<file path="config.mk">
export PLATFORM = sky130hd
export DESIGN_NAME = native_in_packer
export DESIGN_NICKNAME = d
export VERILOG_FILES = /design/src/rtl/video_port_pkg.sv /design/src/rtl/pix_lane_packer.sv /design/src/rtl/native_in_packer.sv
export SDC_FILE = /design/constraint.sdc
export NUM_CORES = 1
export LEC_CHECK = 0
export CAP_MARGIN = 20
export CELL_PAD_IN_SITES_DETAIL_PLACEMENT = 0
export CELL_PAD_IN_SITES_GLOBAL_PLACEMENT = 1
export CORE_MARGIN = 4
export CORE_UTILIZATION = 42
export CTS_CLUSTER_DIAMETER = 150
export DETAILED_ROUTE_END_ITERATION = 16
export PLACE_DENSITY = 0.81
export SLEW_MARGIN = 10
export SYNTH_ARGS = -nofsm -noshare
export SYNTH_HDL_FRONTEND = slang
export SYNTH_HIERARCHICAL = 1
export SYNTH_SLANG_ARGS = --single-unit
</file>
<file path="constraint.sdc">
create_clock -name clock -period 6.9 [get_ports clock]
set_clock_uncertainty 0.15 [all_clocks]
set_input_delay 1.725 -clock clock [delete_from_list [all_inputs] [get_ports clock]]
set_output_delay 1.725 -clock clock [all_outputs]
set_load 0.05 [all_outputs]
</file>
<file path="src/rtl/video_port_pkg.sv">
// Shared definitions for the native video input port: FSM encoding,
// parameter string constants and the frame marker bundle.
package video_port_pkg;

    typedef enum logic [1:0] {
        ST_IDLE,
        ST_ARM,
        ST_ACTIVE,
        ST_PAD
    } port_state_t;

    localparam string MODE_LINE = "LINE";
    localparam string MODE_ONCE = "ONCE";
    localparam string FSYNC_ON  = "ON";
    localparam string FSYNC_OFF = "OFF";

    typedef struct packed {
        logic falign;
        logic lalign;
        logic ealign;
    } marker_t;

    localparam marker_t MARKER_NONE = '0;

endpackage

</file>
<file path="src/rtl/pix_lane_packer.sv">
// Collects pixels into NPIX lanes and emits a registered word when the top
// lane fills or the line is flushed; unfilled lanes carry PAD_VALUE.
module pix_lane_packer #(
    parameter int unsigned      DSIZE     = 24,
    parameter int unsigned      NPIX      = 2,
    parameter logic [DSIZE-1:0] PAD_VALUE = '0
) (
    input  logic                   clock,
    input  logic                   rst_n,
    input  logic                   wr_en,
    input  logic [DSIZE-1:0]       wr_data,
    input  logic                   flush,
    input  logic                   discard,
    output logic                   emit,
    output logic                   odata_vld,
    output logic [DSIZE*NPIX-1:0]  odata
);

    localparam int unsigned LW = (NPIX > 1) ? $clog2(NPIX) : 1;
    localparam logic [LW-1:0] LAST_LANE = LW'(NPIX - 1);
    localparam logic [NPIX-1:0][DSIZE-1:0] PAD_WORD = {NPIX{PAD_VALUE}};

    logic [LW-1:0]               lane;
    logic [LW-1:0]               lane_base;
    logic [NPIX-1:0][DSIZE-1:0]  lanes;
    logic [NPIX-1:0][DSIZE-1:0]  word_next;

    // A discard on the same cycle as a write starts the new word from lane 0.
    always_comb begin
        lane_base            = discard ? '0 : lane;
        word_next            = discard ? PAD_WORD : lanes;
        word_next[lane_base] = wr_data;
        emit                 = wr_en && (flush || lane_base == LAST_LANE);
    end

    always_ff @(posedge clock) begin
        if (!rst_n) begin
            lane      <= '0;
            // NOTE: the lane registers are few, so they are reset to PAD and
            // a partial word can never carry stale pixels from before reset.
            lanes     <= PAD_WORD;
            odata_vld <= 1'b0;
            odata     <= '0;
        end else begin
            odata_vld <= emit;
            if (emit) begin
                odata <= word_next;
                lanes <= PAD_WORD;
                lane  <= '0;
            end else if (wr_en) begin
                lanes <= word_next;
                lane  <= lane_base + 1'b1;
            end else if (discard) begin
                lanes <= PAD_WORD;
                lane  <= '0;
            end
        end
    end

endmodule

</file>
<file path="src/rtl/native_in_packer.sv">
// Native video input port: vsync/de stream to NPIX-pixel words with every line
// forced to hactive pixels, frame markers and sticky length errors.
module native_in_packer
    import video_port_pkg::*;
#(
    parameter int unsigned      DSIZE      = 24,
    parameter int unsigned      NPIX       = 2,
    parameter string            MODE       = MODE_LINE,
    parameter string            FRAME_SYNC = FSYNC_OFF,
    parameter bit               VS_POL     = 1'b1,
    parameter logic [DSIZE-1:0] PAD_VALUE  = '0
) (
    input  logic                  clock,
    input  logic                  rst_n,
    input  logic [15:0]           vactive,
    input  logic [15:0]           hactive,
    input  logic                  vsync,
    input  logic                  de,
    input  logic [DSIZE-1:0]      idata,
    input  logic                  fsync,
    input  logic                  err_clr,
    output logic                  falign,
    output logic                  lalign,
    output logic                  ealign,
    output logic                  odata_vld,
    output logic [DSIZE*NPIX-1:0] odata,
    output logic                  err_long,
    output logic                  err_short
);

    localparam bit LINE_MODE = (MODE != MODE_ONCE);
    localparam bit FS_ON     = (FRAME_SYNC == FSYNC_ON);

    port_state_t      state, state_n;
    logic             vs_d, vs_act, frame_start;
    logic [15:0]      h_lat, v_lat, eff_h, eff_v;
    logic [15:0]      pix_cnt, line_cnt, pix_base, line_base;
    logic             line_full, full_base, first_pend, first_base;
    logic             wr_en, pad_wr, line_end, last_line;
    logic             set_long, set_short;
    logic [DSIZE-1:0] wr_data;
    logic             emit;
    marker_t          mk_q;

    always_comb begin
        // NOTE: every signal driven here gets a default first, so no branch
        // can leave one unassigned and infer a latch.
        state_n   = state;
        wr_en     = 1'b0;
        pad_wr    = 1'b0;
        set_long  = 1'b0;
        set_short = 1'b0;

        vs_act      = (vsync == VS_POL);
        frame_start = vs_act && !vs_d;
        // A frame start resets the counting context on the same cycle, so a
        // coincident pixel is counted as pixel 0 of the new frame.
        eff_h       = frame_start ? hactive : h_lat;
        eff_v       = frame_start ? vactive : v_lat;
        pix_base    = frame_start ? 16'd0 : pix_cnt;
        line_base   = frame_start ? 16'd0 : line_cnt;
        full_base   = frame_start ? 1'b0 : line_full;
        first_base  = frame_start || first_pend;

        if (frame_start) begin
            set_short = (state == ST_ACTIVE) || (state == ST_PAD);
            if (hactive == 16'd0 || vactive == 16'd0) begin
                state_n = ST_IDLE;
            end else if (FS_ON) begin
                state_n = ST_ARM;
            end else begin
                state_n = ST_ACTIVE;
                wr_en   = de;
            end
        end else begin
            unique case (state)
                ST_IDLE: ;
                ST_ARM: begin
                    if (fsync) state_n = ST_ACTIVE;
                end
                ST_ACTIVE: begin
                    if (de) begin
                        if (line_full) set_long = 1'b1;
                        else           wr_en    = 1'b1;
                    end else if (pix_cnt != 16'd0) begin
                        state_n   = ST_PAD;
                        set_short = 1'b1;
                    end
                end
                ST_PAD: begin
                    wr_en     = 1'b1;
                    pad_wr    = 1'b1;
                    set_short = de;
                end
                default: state_n = ST_IDLE;
            endcase
        end

        line_end  = wr_en && (pix_base + 16'd1 == eff_h);
        last_line = (line_base == eff_v - 16'd1);
        if (line_end) begin
            if (last_line)   state_n = ST_IDLE;
            else if (pad_wr) state_n = ST_ACTIVE;
        end
        wr_data = pad_wr ? PAD_VALUE : idata;
    end

    always_ff @(posedge clock) begin
        if (!rst_n) begin
            state      <= ST_IDLE;
            vs_d       <= 1'b0;
            h_lat      <= '0;
            v_lat      <= '0;
            pix_cnt    <= '0;
            line_cnt   <= '0;
            line_full  <= 1'b0;
            first_pend <= 1'b0;
            mk_q       <= MARKER_NONE;
            err_long   <= 1'b0;
            err_short  <= 1'b0;
        end else begin
            // NOTE: non-blocking updates keep every register reading the
            // pre-edge values of the others, independent of statement order.
            state <= state_n;
            vs_d  <= vs_act;
            h_lat <= eff_h;
            v_lat <= eff_v;
            if (line_end) begin
                pix_cnt  <= '0;
                line_cnt <= last_line ? 16'd0 : line_base + 16'd1;
            end else begin
                pix_cnt  <= wr_en ? pix_base + 16'd1 : pix_base;
                line_cnt <= line_base;
            end
            // A line completed by real pixels drops further de until it falls.
            if (line_end)  line_full <= !pad_wr;
            else if (!de)  line_full <= 1'b0;
            else           line_full <= full_base;
            first_pend  <= first_base && !emit;
            mk_q.falign <= emit && first_base;
            mk_q.lalign <= line_end && LINE_MODE;
            mk_q.ealign <= line_end && last_line;
            err_long    <= set_long  || (err_long  && !err_clr);
            err_short   <= set_short || (err_short && !err_clr);
        end
    end

    assign falign = mk_q.falign;
    assign lalign = mk_q.lalign;
    assign ealign = mk_q.ealign;

    pix_lane_packer #(
        .DSIZE     (DSIZE),
        .NPIX      (NPIX),
        .PAD_VALUE (PAD_VALUE)
    ) u_packer (
        .clock     (clock),
        .rst_n     (rst_n),
        .wr_en     (wr_en),
        .wr_data   (wr_data),
        .flush     (line_end),
        .discard   (frame_start),
        .emit      (emit),
        .odata_vld (odata_vld),
        .odata     (odata)
    );

endmodule

</file>
**Yosys cells after proc, flatten, opt, wreduce, memory -nomap -nowiden**

Cells that the tools add are included.

- Bits in registers: 172
- Bits of input ports: 62
- Word-level logic and storage cells: 97

- $add $sub $neg: 4
- Order comparisons: 2
- Equal/unequal tests: 6
- Mux-type cells: 42
- Bitwise logic cells: 1
- Reduce and logical (&&, ||, !) cells: 24

Operators by type and width:

| cell | count |
|---|---|
| 2-to-1 mux 16 bit | 7 |
| 2-to-1 mux 48 bit | 2 |
| bitwise mux 48 bit | 1 |
| 2-to-1 mux 24 bit | 2 |
| adder 16 x 1 -> 16 bit, second input constant | 2 |
| equality test 16 bit | 2 |
| zero test 16 bit | 2 |
| demux 24 bit (select 1 bit) | 1 |
| 2-to-1 mux 1 bit | 18 |
| 2-to-1 mux 2 bit | 8 |
| nonzero test 16 bit | 1 |
| subtractor 16 x 1 -> 16 bit, second input constant | 1 |
| logical AND 1 bit | 9 |
| logical OR 1 bit | 6 |
| equality test 2 bit, second input constant | 2 |
| zero test 1 bit | 4 |
| one-hot mux 1 bit (2 select lines) | 2 |
| one-hot mux 2 bit (2 select lines) | 1 |
| OR reduction 2 bit | 2 |
| inequality test 3 x 1 -> 1 bit, second input constant | 1 |
| equality test 2 x 1 -> 1 bit, second input constant | 1 |
| less-than comparator 1 x 2 -> 1 bit, second input constant | 1 |
| adder 1 bit, second input constant | 1 |
| greater-or-equal comparator 1 bit, second input constant | 1 |
| NOT 1 bit | 1 |

**Depth between registers and ports, before layout**

Gate-level depths: netlist of the first run.

- Word-level depth: 10
- Mapped depth: 21
- Depth with buffers taken out: 14

**Modules after synthesis**

The synthesis of the first run kept the hierarchy.

Modules (own cells, without submodules):

| module | times used | cells an instance | area each (µm²) | sequential area each (µm²) |
|---|---|---|---|---|
| native_in_packer | 1 | 631 | 4855.9 | 1481.4 |
| pix_lane_packer | 1 | 393 | 3941.3 | 1961.9 |

**Least setup slack after synthesis of the first run**

Ideal clock, no wire load.

- Kind: input-to-reg
- From: input port vsync
- To: register u_packer.odata[2]
- Library setup time: 121 ps
- Arrival: 5357 ps
- Data required time: 6629 ps
- Path slack: 1273 ps
- Stages: 20
- Cells stage by stage: nand2b_1 -> buf_6 -> buf_2 -> buf_2 -> clkbuf_1 -> and2_1 -> ha_1 -> and4_1 -> clkbuf_1 -> nand3_1 -> o311a_1 -> nor3_2 -> nand3_2 -> buf_2 -> inv_1 -> nor2b_4 -> a21o_2 -> buf_6 -> buf_6 -> o2bb2ai_1

- Word-level cells in the longest chain between the ends: 7

RTL lines:

| element | line | text |
|---|---|---|
| start: declaration | native_in_packer.sv:17 | `input logic vsync,` |
| logical AND 1 bit * | native_in_packer.sv:55 | `frame_start = vs_act && !vs_d;` |
| 2-to-1 mux 16 bit | native_in_packer.sv:60 | `pix_base = frame_start ? 16'd0 : pix_cnt;` |
| adder 16 x 1 -> 16 bit | native_in_packer.sv:99 | `line_end = wr_en && (pix_base + 16'd1 == eff_h);` |
| equality test 16 bit | native_in_packer.sv:99 |  |
| logical AND 1 bit * | native_in_packer.sv:99 |  |
| net line_end | native_in_packer.sv:39 | `logic wr_en, pad_wr, line_end, last_line;` |
| logical OR 1 bit * | pix_lane_packer.sv:33 | `emit = wr_en && (flush \|\| lane_base == LAST_LANE);` |
| logical AND 1 bit * | pix_lane_packer.sv:33 |  |
| end signal: assignment | pix_lane_packer.sv:47 | `odata <= word_next;` |
| end: declaration | pix_lane_packer.sv:16 | `output logic [DSIZE*NPIX-1:0] odata` |

The timed path passes the listed nets; every way through them passes the cells marked *.
A chain may end at the register's enable or synchronous reset.

**Final worst setup path of the first run**

- From: input port vsync
- To: register line_cnt[12]

- Word-level cells in the longest chain between the ends: 6

RTL lines:

| element | line | text |
|---|---|---|
| logical AND 1 bit * | native_in_packer.sv:55 |  |
| 2-to-1 mux 16 bit (on tied branches) | native_in_packer.sv:59, native_in_packer.sv:60 |  |
| subtractor 16 x 1 -> 16 bit / adder 16 x 1 -> 16 bit (equally long branches) | native_in_packer.sv:100, native_in_packer.sv:99 |  |
| equality test 16 bit (on tied branches) | native_in_packer.sv:100, native_in_packer.sv:99 |  |
| 2-to-1 mux 16 bit / logical AND 1 bit (equally long branches) | native_in_packer.sv:130, native_in_packer.sv:99 |  |
| 2-to-1 mux 16 bit * | native_in_packer.sv:128 | `if (line_end) begin` |
| end signal: assignment | native_in_packer.sv:130 | `line_cnt <= last_line ? 16'd0 : line_base + 16'd1;` |
| end signal: assignment | native_in_packer.sv:133 | `line_cnt <= line_base;` |
| end: declaration | native_in_packer.sv:37 | `logic [15:0] pix_cnt, line_cnt, pix_base, line_base;` |

Every way passes the cells marked *; elsewhere a longest branch is shown, timed or not.

==> results of run 1 <==
cells by family after synthesis:
| family | Yosys count | share of synthesized area (%) |
|---|---|---|
| adders and majority gates | 6 | 0.853 |
| buffers and inverters | 90 | 5.26 |
| and+or+nand+nor | 374 | 21.3 |
| AOI/OAI and AO/OA | 261 | 20.4 |
| DFF | 172 | 39.1 |
| muxes | 65 | 7.51 |
| xor gates and xnor gates | 56 | 5.58 |
cell usage in the layout, fill, tap and decap left out, drive strengths merged, types with 3 or more instances in the layout:
cell           count
xnor2             34
nand4             17
nand4b             3
o31ai              5
clkdlybuf4s50    115
a21oi            104
o21ai             26
nor3               9
a21boi             6
nor4              12
nor2b              4
clkbuf            17
or3               19
inv               26
o2111ai            4
or2                5
o2bb2ai           48
and3b              3
dfxtp            172
xor2              22
clkinv             9
a211o              5
o22ai              5
a31oi              5
or4                4
nand3             39
and2              34
nand2b             9
mux2i             60
buf               11
o211ai            29
nor2              68
nand2            131
mux2               5
and3               6
ha                 6
power by group:
group	total, W	internal, W	switching, W
clock	0.00102	0.000534	0.000488
combinational	0.000369	0.000147	0.000222
sequential	0.00106	0.00103	0.0000286
total	0.00245	0.00171	0.000738
flip-flops by register name (all words and copies together), names as in the netlist, 2 cells and up:
| register | flops |
|---|---|
| v_lat | 16 |
| line_cnt | 16 |
| u_packer/odata | 48 |
| u_packer/lanes | 48 |
| h_lat | 16 |
| state | 2 |
| pix_cnt | 16 |
worst register-to-register path, stage by stage, from the launching register on:
cell	delay, ns
dfxtp_1	0.45
nand2b_2	0.23
buf_4	0.26
inv_4	0.23
or3_1	0.48
o311ai_1	0.40
o311a_1	0.25
nor3_2	0.06
nand3_2	0.09
inv_1	0.16
nor2b_4	0.19
a21o_2	0.82
o2bb2ai_1	0.23
worst min-delay path by stage:
| stage | start | to |
|---|---|---|
| finish | u_packer/lanes[42] | u_packer/lanes[42] |
| global route | u_packer/lanes[42] | u_packer/lanes[42] |
| CTS | u_packer/lanes[42] | u_packer/lanes[42] |
| detailed placement | u_packer/odata[13] | u_packer/odata[13] |
| global placement | u_packer/lanes[24] | u_packer/lanes[24] |
| floorplan | u_packer/lanes[24] | u_packer/lanes[24] |
through the flow:
step | area, um^2 | total power (W)
after floorplan | 8800 | 0.00133
final | 10600 | 0.00245
after CTS | 10600 | 0.00246
after detailed placement | 10000 | 0.00144
after global placement | 10000 | 0.00144
after global routing | 10600 | 0.00255
per-layer routing:
metal  global-route usage [%]  wire length, um  vias to the layer above
met2                     30.8            10800                      245
met4                     5.30              303                        2
met3                     4.91             1480                       23
li1                         -                -                     3828
met5                        0               13                        -
met1                     29.3            11700                     3648
layout make-up:
type / count / area (um^2)
repair buffers: 126 / 1230
clock buffers: 17 / 425
fillers: 1952 / 9780
well taps: 270 / 338
inverters: 21 / 86.3
clock inverters: 15 / 213
multi-input cells: 762 / 4910
flip-flops and latches: 172 / 3440
==> metrics, run 1 <==
status finished clean; ys flop type dfxtp_1; clk root buf clkbuf_16; RR Endpoint u_packer/odata[0]; CP Buf/Inv Count 4; Tot GR Track Use 20.4%; critical path startpoint vsync; DR iter-0 viols 455; WHS slightly above 0.3 ns; drt wl/cell 17.6 um; max cap viols 0; Final Cycle Share 80.1%; Seq/Total Area, Yosys between 30 and 40%; worst skew pair latency between 0.4 and 0.5 ns; total global routing overflow 0; Worst path slowest cell clkdlybuf4s50_1; Non-Filler Instances approximately 1400; Util after Layout 52.1%; Post-CTS Resized 0; worst path cell trace clkdlybuf4s50_1 > nand2b_2 > buf_4 > inv_4 > mux2_4 > clkinv_4 > ha_1 > xnor2_1 > o31ai_1 > and3b_1 > o2111ai_1 > a2111oi_4 > o2111ai_2 > o21ai_2 > a21oi_1; antenna-violating nets left 0; Crit path largest cell delay 0.65 ns; GP Congestion between 0.9 and 1; Post-Synthesis Net Count 1092; Reg2Reg Depth 12; # diodes 0; Area Overhead vs Synth 21.0%; Synth top area share 39.1%; Setup crit start kind input pin; CTS H-tree depth 4; Area contributors post-synth dfxtp_1, mux2i_1, a21oi_1; Die Ht about 150 um; die width 153 um; cell with the most instances after synthesis dfxtp_1; RSZ-0062 raised after global routing false; CTS sink count about 170; deepest clock path buffer count 2; Core ar. 20400 um^2; PortBufs 115; via/cell ratio 5.60; HPWL after DPL 16.5 mm; final worst slack 1.37 ns; Post-synth EDFFs 0; Setup Viol. Count Final 0; Setup Fix Bufs, Post-CTS 0; async set-reset flop share out of synthesis 0%; Post-CTS Hold Fix Bufs 0; routed wire length 24.3 mm; fin crit period 5.53 ns; Final Hold Vio Count 0; Yosys reg bits 172; CP max FO 41; # IOs between 100 and 150; Detailed Routing Iterations Pass 1 5; WP data required 7.04 ns; Num CTS Buffers 17; largest net degree at the start of global routing 64; FMAX 181 MHz; global-route wire length before repair 39.7 mm; initial antenna violation count 1; clock-pin transition on the worst setup and hold timing paths ~0.07 ns; Crit Path Class in -> reg; Power Dens Cells 230 nW/um^2; CTS tree built; Nets 1168; Worst-Margin Slew 1.03 ns; worst hold path depth 2; Residual DRC 0; top post-synthesis cells by count dfxtp_1, nand2_1, a21oi_1, nor2_1, mux2i_1; Max Slew Vio Count 0; r2r setup slk between 2 and 3 ns; # placed instances 1351; r2r startpoint vs_d; Synth Cell Area 8800 um^2; Syn. warnings 6; crit path DAT roughly 5.7 ns; Pleak 3.74 nW; CP endpoint kind register; layout cell share with drive strength beyond 1 7.01%; max_slew headroom 31.4%; Starting Density 43.1%; syn avg cell area between 8 and 9 um^2; Top delay family on crit path compound AO/OA/AOI/OAI gates; Distinct cells, synth 85; Setup crit end line_cnt[12]; Post-Place Setup Slack ~0.9 ns; Cell Rows 52; setup_tns 0 ns; full die area 23300 um^2; area leader, netlist dfxtp_1; Peak VDD IR 0.000184 V; Hold WC Path Type reg -> reg; post-synthesis cell count approximately 1000; vias in the first global route 7511; WP depth 15; vias roughly 7700
(Power assumes the default switching activity.)
==> inputs of run 2 (changes only) <==
--- a/config.mk
+++ b/config.mk
@@ -9,10 +9,10 @@
 export CELL_PAD_IN_SITES_DETAIL_PLACEMENT = 0
 export CELL_PAD_IN_SITES_GLOBAL_PLACEMENT = 1
 export CORE_MARGIN = 4
-export CORE_UTILIZATION = 42
+export CORE_UTILIZATION = 38
 export CTS_CLUSTER_DIAMETER = 150
 export DETAILED_ROUTE_END_ITERATION = 16
-export PLACE_DENSITY = 0.81
+export PLACE_DENSITY = 0.78
 export SLEW_MARGIN = 10
 export SYNTH_ARGS = -nofsm -noshare
 export SYNTH_HDL_FRONTEND = slang
==> constraint.sdc (replaced) <==
create_clock -name clock -period 4.9 [get_ports clock]
set_clock_uncertainty 0.15 [all_clocks]
set_input_delay 1.225 -clock clock [delete_from_list [all_inputs] [get_ports clock]]
set_output_delay 1.225 -clock clock [all_outputs]
set_load 0.05 [all_outputs]
==> run 2 against run 1 <==
Compared with the run above: cell area rose by 1.8%; routed wire length rose by 2.9%; register-to-register slack got worse by 1.6 ns; worst setup slack got worse by 0.85 ns; sequential power rose by 41%; flip-flop and latch count did not move; non-clock buffer count grew 12; largest power group unchanged; highest routed layer unchanged.
==> metrics, run 2 (synthesis results as in run 1) <==
total global routing overflow 0; Final Cycle Share 89.3%; CP max FO 36; final worst slack 0.522 ns; crit path DAT about 4.6 ns; worst hold path depth 2; Max Slew Vio Count 0; Post-CTS Resized 0; CTS H-tree depth 4; Detailed Routing Iterations Pass 1 5; Post-Place Setup Slack 0.0949 ns; WP data required 5.11 ns; global-route wire length before repair approximately 40 mm; Post-CTS Hold Fix Bufs 0; initial antenna violation count 1; largest net degree at the start of global routing 66; status finished clean; CP Buf/Inv Count 2; PortBufs 115; Nets 1180; vias in the first global route 7637; Final Hold Vio Count 0; r2r startpoint vs_d; FMAX about 230 MHz; critical path startpoint vsync; clk root buf clkbuf_16; CP endpoint kind register; vias between 7000 and 8000; setup_tns 0 ns; WP depth 12; clock-pin transition on the worst setup and hold timing paths ~0.070 ns; Starting Density 38.7%; layout cell share with drive strength beyond 1 8.09%; die width 160 um; routed wire length between 20 and 30 mm; Reg2Reg Depth 11; Worst-Margin Slew 1.10 ns; Core ar. 22700 um^2; most frequent cells in the layout dfxtp_1, nand2_1, clkdlybuf4s50_1, a21oi_1, nor2_1; Hold WC Path Type reg -> reg; Num CTS Buffers 17; worst skew pair latency roughly 0.44 ns; deepest clock path buffer count 2; # diodes 0; Pleak 3.83 nW; max cap viols 0; Residual DRC 0; CTS sink count between 150 and 200; full die area about 26000 um^2; drt wl/cell 17.7 um; fin crit period 4.38 ns; Placed Area around 10000 um^2; Area Overhead vs Synth 23.2%; Top delay family on crit path simple AND/OR/NAND/NOR gates; Final Cell Area 10800 um^2; top flop regs u_packer/lanes: 48 flops, u_packer/odata: 48 flops; Setup crit start kind input pin; worst path cell trace clkdlybuf4s50_1 > nand2b_2 > and2_1 > ha_1 > and4_1 > nand3_1 > o311a_1 > nor3_2 > nand3_2 > buf_4 > or4_1 > a21oi_1; HPWL after DPL 16.8 mm; Power Dens Cells 320 nW/um^2; via/cell ratio ~5.5; worst hold start u_packer/lanes[27]; Setup Viol. Count Final 0; Cell Rows between 50 and 60; Worst path slowest cell or4_1; Crit Path Class in -> reg; RSZ-0062 raised after global routing false; Die Ht 160 um; Tot GR Track Use between 15 and 20%; GP Congestion roughly 0.84; commonest non-fill, non-tap cell in the layout dfxtp_1; Crit path largest cell delay 0.52 ns; Peak VDD IR 0.000237 V; antenna-violating nets left 0; Util after Layout 47.7%; Setup Fix Bufs, Post-CTS 0; max_slew headroom around 27%; # IOs 116; DR iter-0 viols between 400 and 500; CTS tree built
==> run 2: cell count changes in the layout (fill, tap and decap cells not counted), sizes merged <==
cell,before,now
buf,11,23
clkinv,9,12
inv,26,23
==> run 2: cell type report <==
type,instances,area (um^2)
clock buffer,17,425
clock inverter,15,218
fill,2191,11900
inverter,21,86.3
multi-input combinational,762,4910
sequential,172,3440
tap,285,357
timing repair buffer,138,1400
==> run 2: final timing paths <==
check / end / slack, ns
setup / recovery: line_cnt[7] / 0.52
setup reg to reg: line_cnt[7] / 1.21
hold reg to reg: u_packer/lanes[27] / 0.31
hold / removal: u_packer/lanes[27] / 0.31
==> run 2: where the power goes <==
group / internal (W) / switching, W / total [W]
clock: 0.000749 / 0.000694 / 0.00144
combinational: 0.000225 / 0.000316 / 0.000541
sequential: 0.00145 / 0.0000413 / 0.00149
==> run 2: layer usage <==
metal | vias to the layer above | global-route usage (%) | wire [um]
met5 | - | 0 | 20
met4 | 2 | 3.29 | 159
met3 | 16 | 4.03 | 1270
met2 | 178 | 30.6 | 11200
met1 | 3719 | 27.8 | 12300
li1 | 3841 | - | -
==> run 2: worst min-delay path, stage by stage (launching register included) <==
cell     delay (ns)
dfxtp_1        0.31
nand2_1        0.05
a21oi_1        0.05
==> run 2: through the flow <==
stage	power, W	std cells	hold slack, ns
floorplan	0.00188	1024	0.286
global placement	0.00206	1378	0.291
detailed placement	0.00206	1378	0.296
CTS	0.00350	1410	0.308
global route	0.00361	1410	0.327
finish	0.00347	1410	0.306
